[src/rtl/ul_pkg.sv]
// rtl/ul_pkg.sv - shared op codes and default widths for the ul_pipe logic unit
package ul_pkg;

    localparam logic [1:0] OP_NOT = 2'b00;
    localparam logic [1:0] OP_XOR = 2'b01;
    localparam logic [1:0] OP_OR  = 2'b10;
    localparam logic [1:0] OP_AND = 2'b11;

    localparam int UL_WIDTH = 8;
    localparam int UL_CNT_W = 8;

endpackage

[src/rtl/ul_pipe_if.sv]
// rtl/ul_pipe_if.sv - operand/result handshake bundle for ul_pipe; parity wire present under UL_PIPE_PARITY_EN
interface ul_pipe_if #(
    parameter int WIDTH = 8,
    parameter int CNT_W = 8
);

    logic             in_valid;
    logic             in_ready;
    logic [WIDTH-1:0] A;
    logic [WIDTH-1:0] B;
    logic [1:0]       S;
    logic             acc;
    logic             acc_clr;
    logic             out_valid;
    logic             out_ready;
    logic [WIDTH-1:0] Out;
    logic             zero;
    logic [CNT_W-1:0] count;
`ifdef UL_PIPE_PARITY_EN
    logic             parity;
`endif

    modport slave (
        input  in_valid, A, B, S, acc, acc_clr, out_ready,
        output in_ready, out_valid, Out, zero, count
`ifdef UL_PIPE_PARITY_EN
        , output parity
`endif
    );

    modport master (
        output in_valid, A, B, S, acc, acc_clr, out_ready,
        input  in_ready, out_valid, Out, zero, count
`ifdef UL_PIPE_PARITY_EN
        , input parity
`endif
    );

endinterface

[src/rtl/ul_cln.sv]
// rtl/ul_cln.sv - combinational WIDTH-bit logic cell array computing f(a, b, s)
module ul_cln
    import ul_pkg::*;
#(
    parameter int WIDTH = UL_WIDTH
) (
    input  logic [WIDTH-1:0] a,
    input  logic [WIDTH-1:0] b,
    input  logic [1:0]       s,
    output logic [WIDTH-1:0] f
);

    always_comb begin
        f = '0;
        case (s)
            OP_NOT:  f = ~a;
            OP_XOR:  f = a ^ b;
            OP_OR:   f = a | b;
            OP_AND:  f = a & b;
            default: f = '0;
        endcase
    end

endmodule

[src/rtl/ul_pipe.sv]
// rtl/ul_pipe.sv - registered logic unit with valid/ready, accumulator, zero flag and op counter; optional parity via UL_PIPE_PARITY_EN
module ul_pipe
    import ul_pkg::*;
#(
    parameter int WIDTH = UL_WIDTH,
    parameter int CNT_W = UL_CNT_W
) (
    input  logic    clk,
    input  logic    reset,
    ul_pipe_if.slave bus
);

    logic [WIDTH-1:0] out_q, out_d;
    logic [WIDTH-1:0] acc_q, acc_d;
    logic             zero_q, zero_d;
    logic             out_valid_q, out_valid_d;
    logic [CNT_W-1:0] cnt_q, cnt_d;
`ifdef UL_PIPE_PARITY_EN
    logic             parity_q, parity_d;
`endif

    logic             in_ready;
    logic             accept;
    logic [WIDTH-1:0] b_sel;
    logic [WIDTH-1:0] f;

    assign in_ready = !out_valid_q || bus.out_ready;
    assign accept   = bus.in_valid && in_ready;

    // A clear arriving with an accumulate op zeroes the operand for that op.
    always_comb begin
        b_sel = bus.B;
        if (bus.acc) begin
            b_sel = bus.acc_clr ? '0 : acc_q;
        end
    end

    ul_cln #(.WIDTH(WIDTH)) u_cln (
        .a (bus.A),
        .b (b_sel),
        .s (bus.S),
        .f (f)
    );

    always_comb begin
        out_d       = out_q;
        acc_d       = acc_q;
        zero_d      = zero_q;
        out_valid_d = out_valid_q;
        cnt_d       = cnt_q;
`ifdef UL_PIPE_PARITY_EN
        parity_d    = parity_q;
`endif
        if (accept) begin
            out_d       = f;
            acc_d       = f;
            zero_d      = (f == '0);
            out_valid_d = 1'b1;
            cnt_d       = cnt_q + CNT_W'(1);
`ifdef UL_PIPE_PARITY_EN
            parity_d    = ^f;
`endif
        end else begin
            if (bus.out_ready) begin
                out_valid_d = 1'b0;
            end
            if (bus.acc_clr) begin
                acc_d = '0;
            end
        end
    end

    always_ff @(posedge clk) begin
        if (reset) begin
            out_q       <= '0;
            acc_q       <= '0;
            zero_q      <= 1'b1;
            out_valid_q <= 1'b0;
            cnt_q       <= '0;
`ifdef UL_PIPE_PARITY_EN
            parity_q    <= 1'b0;
`endif
        end else begin
            out_q       <= out_d;
            acc_q       <= acc_d;
            zero_q      <= zero_d;
            out_valid_q <= out_valid_d;
            cnt_q       <= cnt_d;
`ifdef UL_PIPE_PARITY_EN
            parity_q    <= parity_d;
`endif
        end
    end

    assign bus.in_ready  = in_ready;
    assign bus.out_valid = out_valid_q;
    assign bus.Out       = out_q;
    assign bus.zero      = zero_q;
    assign bus.count     = cnt_q;
`ifdef UL_PIPE_PARITY_EN
    assign bus.parity    = parity_q;
`endif

endmodule

[src/flat_wrapper.sv]
// flat-port wrapper written by rule: the top's interface ports become plain ports
module ul_pipe_flat import ul_pkg::*;
#(
    parameter int WIDTH = UL_WIDTH,
    parameter int CNT_W = UL_CNT_W
)
  (clk, reset, bus_in_valid, bus_A, bus_B, bus_S, bus_acc, bus_acc_clr, bus_out_ready, bus_in_ready, bus_out_valid, bus_Out, bus_zero, bus_count);
  ul_pipe_if #(.WIDTH(WIDTH), .CNT_W(CNT_W)) bus_i ();
  input  logic clk;
  input  logic reset;
  input wire logic [$bits(bus_i.in_valid)-1:0] bus_in_valid;
  input wire logic [$bits(bus_i.A)-1:0] bus_A;
  input wire logic [$bits(bus_i.B)-1:0] bus_B;
  input wire logic [$bits(bus_i.S)-1:0] bus_S;
  input wire logic [$bits(bus_i.acc)-1:0] bus_acc;
  input wire logic [$bits(bus_i.acc_clr)-1:0] bus_acc_clr;
  input wire logic [$bits(bus_i.out_ready)-1:0] bus_out_ready;
  output wire logic [$bits(bus_i.in_ready)-1:0] bus_in_ready;
  output wire logic [$bits(bus_i.out_valid)-1:0] bus_out_valid;
  output wire logic [$bits(bus_i.Out)-1:0] bus_Out;
  output wire logic [$bits(bus_i.zero)-1:0] bus_zero;
  output wire logic [$bits(bus_i.count)-1:0] bus_count;
  assign bus_i.in_valid = bus_in_valid;
  assign bus_i.A = bus_A;
  assign bus_i.B = bus_B;
  assign bus_i.S = bus_S;
  assign bus_i.acc = bus_acc;
  assign bus_i.acc_clr = bus_acc_clr;
  assign bus_i.out_ready = bus_out_ready;
  assign bus_in_ready = bus_i.in_ready;
  assign bus_out_valid = bus_i.out_valid;
  assign bus_Out = bus_i.Out;
  assign bus_zero = bus_i.zero;
  assign bus_count = bus_i.count;
  ul_pipe #(.WIDTH(WIDTH), .CNT_W(CNT_W)) u_core (.clk(clk), .reset(reset), .bus(bus_i));
endmodule
[config.mk]
export PLATFORM = sky130hd
export DESIGN_NAME = ul_pipe_flat
export DESIGN_NICKNAME = d
export VERILOG_FILES = /design/src/rtl/ul_pkg.sv /design/src/rtl/ul_pipe_if.sv /design/src/rtl/ul_cln.sv /design/src/rtl/ul_pipe.sv /design/src/flat_wrapper.sv
export SDC_FILE = /design/constraint.sdc
export NUM_CORES = 1
export LEC_CHECK = 0
export ABC_AREA = 1
export ABC_CLOCK_PERIOD_IN_PS = 1790
export BUFFER_PORTS_ARGS = -buffer_cell sky130_fd_sc_hd__buf_2
export CORE_MARGIN = 2
export CORE_UTILIZATION = 35
export DETAILED_ROUTE_END_ITERATION = 7
export GPL_ROUTABILITY_DRIVEN = 0
export PLACE_DENSITY_LB_ADDON = 0.2
export SLEW_MARGIN = 20
export SYNTH_ARGS = -nofsm -noshare
export SYNTH_HDL_FRONTEND = slang
export SYNTH_HIERARCHICAL = 1
export SYNTH_SLANG_ARGS = --single-unit
[constraint.sdc]
create_clock -name clk -period 1.79 [get_ports clk]
set_clock_uncertainty 0.2 [all_clocks]
set_input_delay 0.0895 -clock clk [delete_from_list [all_inputs] [get_ports clk]]
set_output_delay 0.0895 -clock clk [all_outputs]
set_load 0.005 [all_outputs]
## Word level (Yosys, flattened, before mapping)

Cells that the tools add are included.

| storage, ports and cells | value |
|---|---|
| flip-flop bits (word level) | 26 |
| latch bits | 0 |
| memory bits (writable) | 0 |
| memory bits (read-only) | 0 |
| input port bits | 24 |
| logic and storage cells | 25 |
| memories | 0 |

| operators by class | value |
|---|---|
| $add $sub $neg | 1 |
| $mul | 0 |
| div/mod/pow operators | 0 |
| magnitude comparators | 0 |
| equal/unequal tests | 3 |
| shift operators | 0 |
| multiplexer cells | 6 |
| bitwise operators | 4 |
| reduce and logical (&&, ||, !) cells | 6 |

Operator list:

| operator | number |
|---|---|
| $pmux W8 S4 | 1 |
| $mux W8 | 3 |
| $add A8 B1 Y8 const B | 1 |
| $and A8 B8 Y8 | 1 |
| $logic_not A8 Y1 | 1 |
| $not A8 Y8 | 1 |
| $or A8 B8 Y8 | 1 |
| $xor A8 B8 Y8 | 1 |
| $eq A2 B2 Y1 const B | 2 |
| $eq A2 B1 Y1 const B | 1 |
| $logic_not A2 Y1 | 1 |
| $mux W1 | 2 |
| $reduce_bool A2 Y1 | 1 |
| $logic_and A1 B1 Y1 | 1 |
| $logic_not A1 Y1 | 1 |
| $logic_or A1 B1 Y1 | 1 |

## Longest topological paths before layout

| depth | value |
|---|---|
| word-level depth | 5 |
| gate-level depth with buffers | 12 |

## Modules after synthesis

Netlist, hierarchy kept.

By module, submodules not included:

| module | instances | cells an instance | area each (µm²) | sequential area each (µm²) |
|---|---|---|---|---|
| ul_pipe | 1 | 157 | 1,174.9 | 520.5 |
| ul_cln | 1 | 86 | 558.0 | 0.0 |

## Worst setup path before layout

Ideal clock, no wire load.

| timing path | value |
|---|---|
| path type | register to register |
| start | register u_core.acc_q[7] |
| end | register u_core.zero_q, in the netlist u_core/bus.zero |
| data arrival time | 1,390 ps |
| data required time | 1,532 ps |
| path slack | 142 ps |
| cell stages (with the launch flop) | 11 |
| buffers on the path | 0 |
| clock period less this slack | 1,648 ps |
| path through | dfxtp_1 inv_1 nor2_1 mux2_2 inv_1 ha_1 nand3_1 nand4_1 nor3_1 nand4_1 nand2_1 |

| on the way | value |
|---|---|
| longest elaborated chain between the ends | 5 |
| elaborated cells on any way between the ends | 7 |

RTL lines:

| element | RTL line | text |
|---|---|---|
| start, declared | ul_pipe.sv:14 | `logic [WIDTH-1:0] acc_q, acc_d;` |
| start signal, assigned | ul_pipe.sv:76 | `acc_q <= '0;` |
| start signal, assigned | ul_pipe.sv:85 | `acc_q <= acc_d;` |
| $mux W8 * | ul_pipe.sv:34 | `b_sel = bus.acc_clr ? '0 : acc_q;` |
| $mux W8 * | ul_pipe.sv:33 | `if (bus.acc) begin` |
| net u_core.b_sel[7] | ul_pipe.sv:24 | `logic [WIDTH-1:0] b_sel;` |
| $and A8 B8 Y8 (tied with other cells) | ul_cln.sv:19 | `OP_AND: f = a & b;` |
| $pmux W8 S4 * | ul_cln.sv:15 | `case (s)` |
| net u_core.f[7] | ul_pipe.sv:25 | `logic [WIDTH-1:0] f;` |
| $logic_not A8 Y1 * | ul_pipe.sv:57 | `zero_d = (f == '0);` |
| end signal, assigned | ul_pipe.sv:86 | `zero_q <= zero_d;` |
| end, declared | ul_pipe.sv:15 | `logic zero_q, zero_d;` |

The timed path passes the listed nets; every way through them passes the cells marked *.
A chain may end at the register's enable or synchronous reset.

## Worst setup path in the final report

Same ends and word-level chain as after synthesis.

==> key figures <==
Synthesis
  • Share of the yosys chip area belonging to registers: 0.300
  • Mapped cell area: 1730 sq um
  • Mean Syn Cell Area: 7.13 sq um
  • Synth Register Bits: 26
  • Syn Inst Count: 243
  • Library cells used by synthesis: 25
  • Syn nets: roughly 280
  • Syn. warnings: 6

Worst setup path
  • Crit end category: flip-flop
  • Crit path DAT: 1.77 ns
  • Crit path max fanout: 2
  • WP data required: 1.81 ns
  • Startpoint types: flip-flop
  • Kind of critical path: flip-flop to flip-flop

Placement
  • HPWL after DPL: a little under 3000 um
  • Dpl ws: -0.132 ns
  • Cell Area, Placed: 1940 sq um
  • PortBufs: 42
  • Inst Count DP: 343

Layout
  • Fin cells: between 300 and 400
  • Layout cells sized above 1: 0.266
  • Fin util: 0.446
  • Net count, final: 328
  • Fin area: 2120 sq um
  • Number of inserted diodes: 0
  • Layout overhead on the synthesized area: 22.3%

GRT
  • First-pass GRT wire length: 6470 um
  • Initial antenna violation count: 0
  • Vias in the first global route: 1464
  • Tot GR Track Use: 0.146
  • Grt ovf: 0
  • Pin count of the biggest net entering global routing: 25

Min path
  • Min-delay worst type: input port to flip-flop

Die
  • Die height: 74.4 um
  • Die Area: 5530 sq um
  • Die width: 74.4 um
  • Rows: 25
  • Ports: 43
  • Core ar.: between 4000 and 5000 sq um
  • Initial Util: 0.364

Timing
  • Slew HR: 0.712
  • Final hold slack: 0.0236 ns
  • Crit path time final: 1.76 ns
  • Fmax: 0.569 GHz
  • Worst setup margin: 0.0338 ns
  • Final setup viols: 0
  • Final Hold Viols: 0
  • Fin crit share: 0.981
  • Slew Viols, Final: 0
  • Fin Setup TNS: 0 ns
  • RSZ-0062 raised after global routing: true
  • Least-Margin Pin Slew: 0.431 ns

CTS
  • Clock buffer depth: 2
  • Total CTS buffers: 3
  • CTS H-tree lvls: 1
  • CTS tree: done
  • Root Driver: clkbuf_8
  • CTS clock-pin slew for the worst setup and hold paths: 0.09 ns
  • Worst-Skew Late Latency: between 0.2 and 0.3 ns
  • Clock net sink count: 26

Routing
  • Vias per inst: between 4 and 5
  • Routed wire length: 3810 um
  • Routed WL per cell: 10.8 um
  • Residual DRC: 0
  • DR pass1 iterations: 4
  • Vias: 1600
  • Post-route ant nets: 0
  • Number of DRC markers in iteration 0: 74

Power and ir drop
  • Max IR drop VDD: 0.547 mV
  • Final Power: between 1 and 1.5 mW
  • Pleak: between 1 and 1.5 nW
  • PwrDens: 662 nW/um^2

Outcome
  • Status: finished clean

Run
  • Max cap viols: 0
[final cells by class]
type / instances / area [sq um]
Inverter: 40 / 155
Timing Repair Buffer: 49 / 270
Clock buffer: 3 / 41.3
Sequential cell: 26 / 522
Multi-Input combinational cell: 167 / 1020
Tap cell: 67 / 83.8
Fill cell: 523 / 2640
Clock inverter: 1 / 30.0
[timing repair]
item,in CTS,in global routing
hold buffers,3,0
resized for setup,7,9
pin swaps,6,7
setup endpoints to repair,1,13
buffers inserted,1,2
endpoints found under the hold margin,2,0
[flip-flops by register name (all words and copies together) (netlist names)]
register and count:
u_core/bus.out_valid 1, u_core/bus.zero 1, u_core/bus.Out 8, u_core/bus.count 8
u_core/acc_q 8
[worst paths after layout]
kind,start,endpoint,slack (ns),cells past startpoint
hold / removal,bus_acc_clr,u_core/acc_q[1],0.02,4
setup / recovery,u_core/acc_q[7],u_core/bus.zero,0.03,10
hold reg to reg,u_core/bus.Out[6],u_core/bus.Out[6],0.27,2
setup reg to reg,u_core/acc_q[7],u_core/bus.zero,0.03,10
[power by group]
part	switching (mW)	total [mW]	leakage [nW]	internal [mW]
sequential	0.0168	0.626	0.213	0.610
clock	0.179	0.478	0.0357	0.299
combinational	0.172	0.300	0.777	0.127
total	0.368	1.40	1.03	1.04
[per-layer routing]
layer,part of all wire,global-route usage
met3,0.053,0.0298
met5,0,0
met4,0.0021,0.0179
met1,0.49,0.201
met2,0.46,0.243
[worst max-delay path: stages (launching register included)]
cell and delay [ns]:
dfxtp_1 0.32, inv_1 0.04, nor2_2 0.12, mux2_4 0.17
inv_1 0.04, ha_1 0.26, nand3_1 0.06, nand4_1 0.13
nor3_2 0.19, nand4_1 0.11, nand2_1 0.07
[cells in the final DEF, fill, tap and decap left out]
cell            n
inv_2           3
ha_1           16
a21oi_4         1
nand4_1        12
a21oi_1        22
inv_6           1
dfxtp_1        25
buf_4           4
nor2_2          4
dfxtp_2         1
nor2_8          1
nand2_2         3
bufinv_16       1
o21ai_0         1
nand3_1        18
inv_1          36
nor2_1         24
nand3_2         1
nand2_4         1
buf_2          42
nor2_4          1
o21bai_1        1
nand2_1        50
ha_4            1
o21ai_1         2
dlygate4sd3_1   3
mux2_2          3
mux2_4          4
clkbuf_8        3
nor3_2          1
[cell usage after synthesis]
library cell | n | area [sq um]
inv_1 | 38 | 143
buf_8 | 1 | 15.0
nand4_1 | 12 | 75.1
buf_6 | 5 | 56.3
nor2_2 | 1 | 6.26
nor2_1 | 27 | 101
inv_2 | 1 | 3.75
dfxtp_1 | 26 | 521
buf_1 | 1 | 3.75
nor3_1 | 1 | 5.00
nor2_4 | 1 | 11.3
nand3_1 | 19 | 95.1
ha_1 | 17 | 213
a21oi_4 | 1 | 16.3
inv_6 | 1 | 8.76
nand2_2 | 1 | 6.26
o21bai_1 | 1 | 7.51
nand2_1 | 52 | 195
mux2_2 | 7 | 78.8
nand2_4 | 1 | 11.3
nor2_8 | 1 | 20.0
o21ai_0 | 2 | 10.0
a21oi_1 | 22 | 110
o21ai_1 | 1 | 5.00
buf_2 | 3 | 15.0
[kinds of logic after synthesis]
logic type	after synthesis	synth area share
compound gates	27	0.0859
mux	7	0.0455
fa+ha+maj	17	0.123
simple gates	116	0.304
buf+inv	50	0.142
flops	26	0.300
Power figures use the tool's default switching activity.
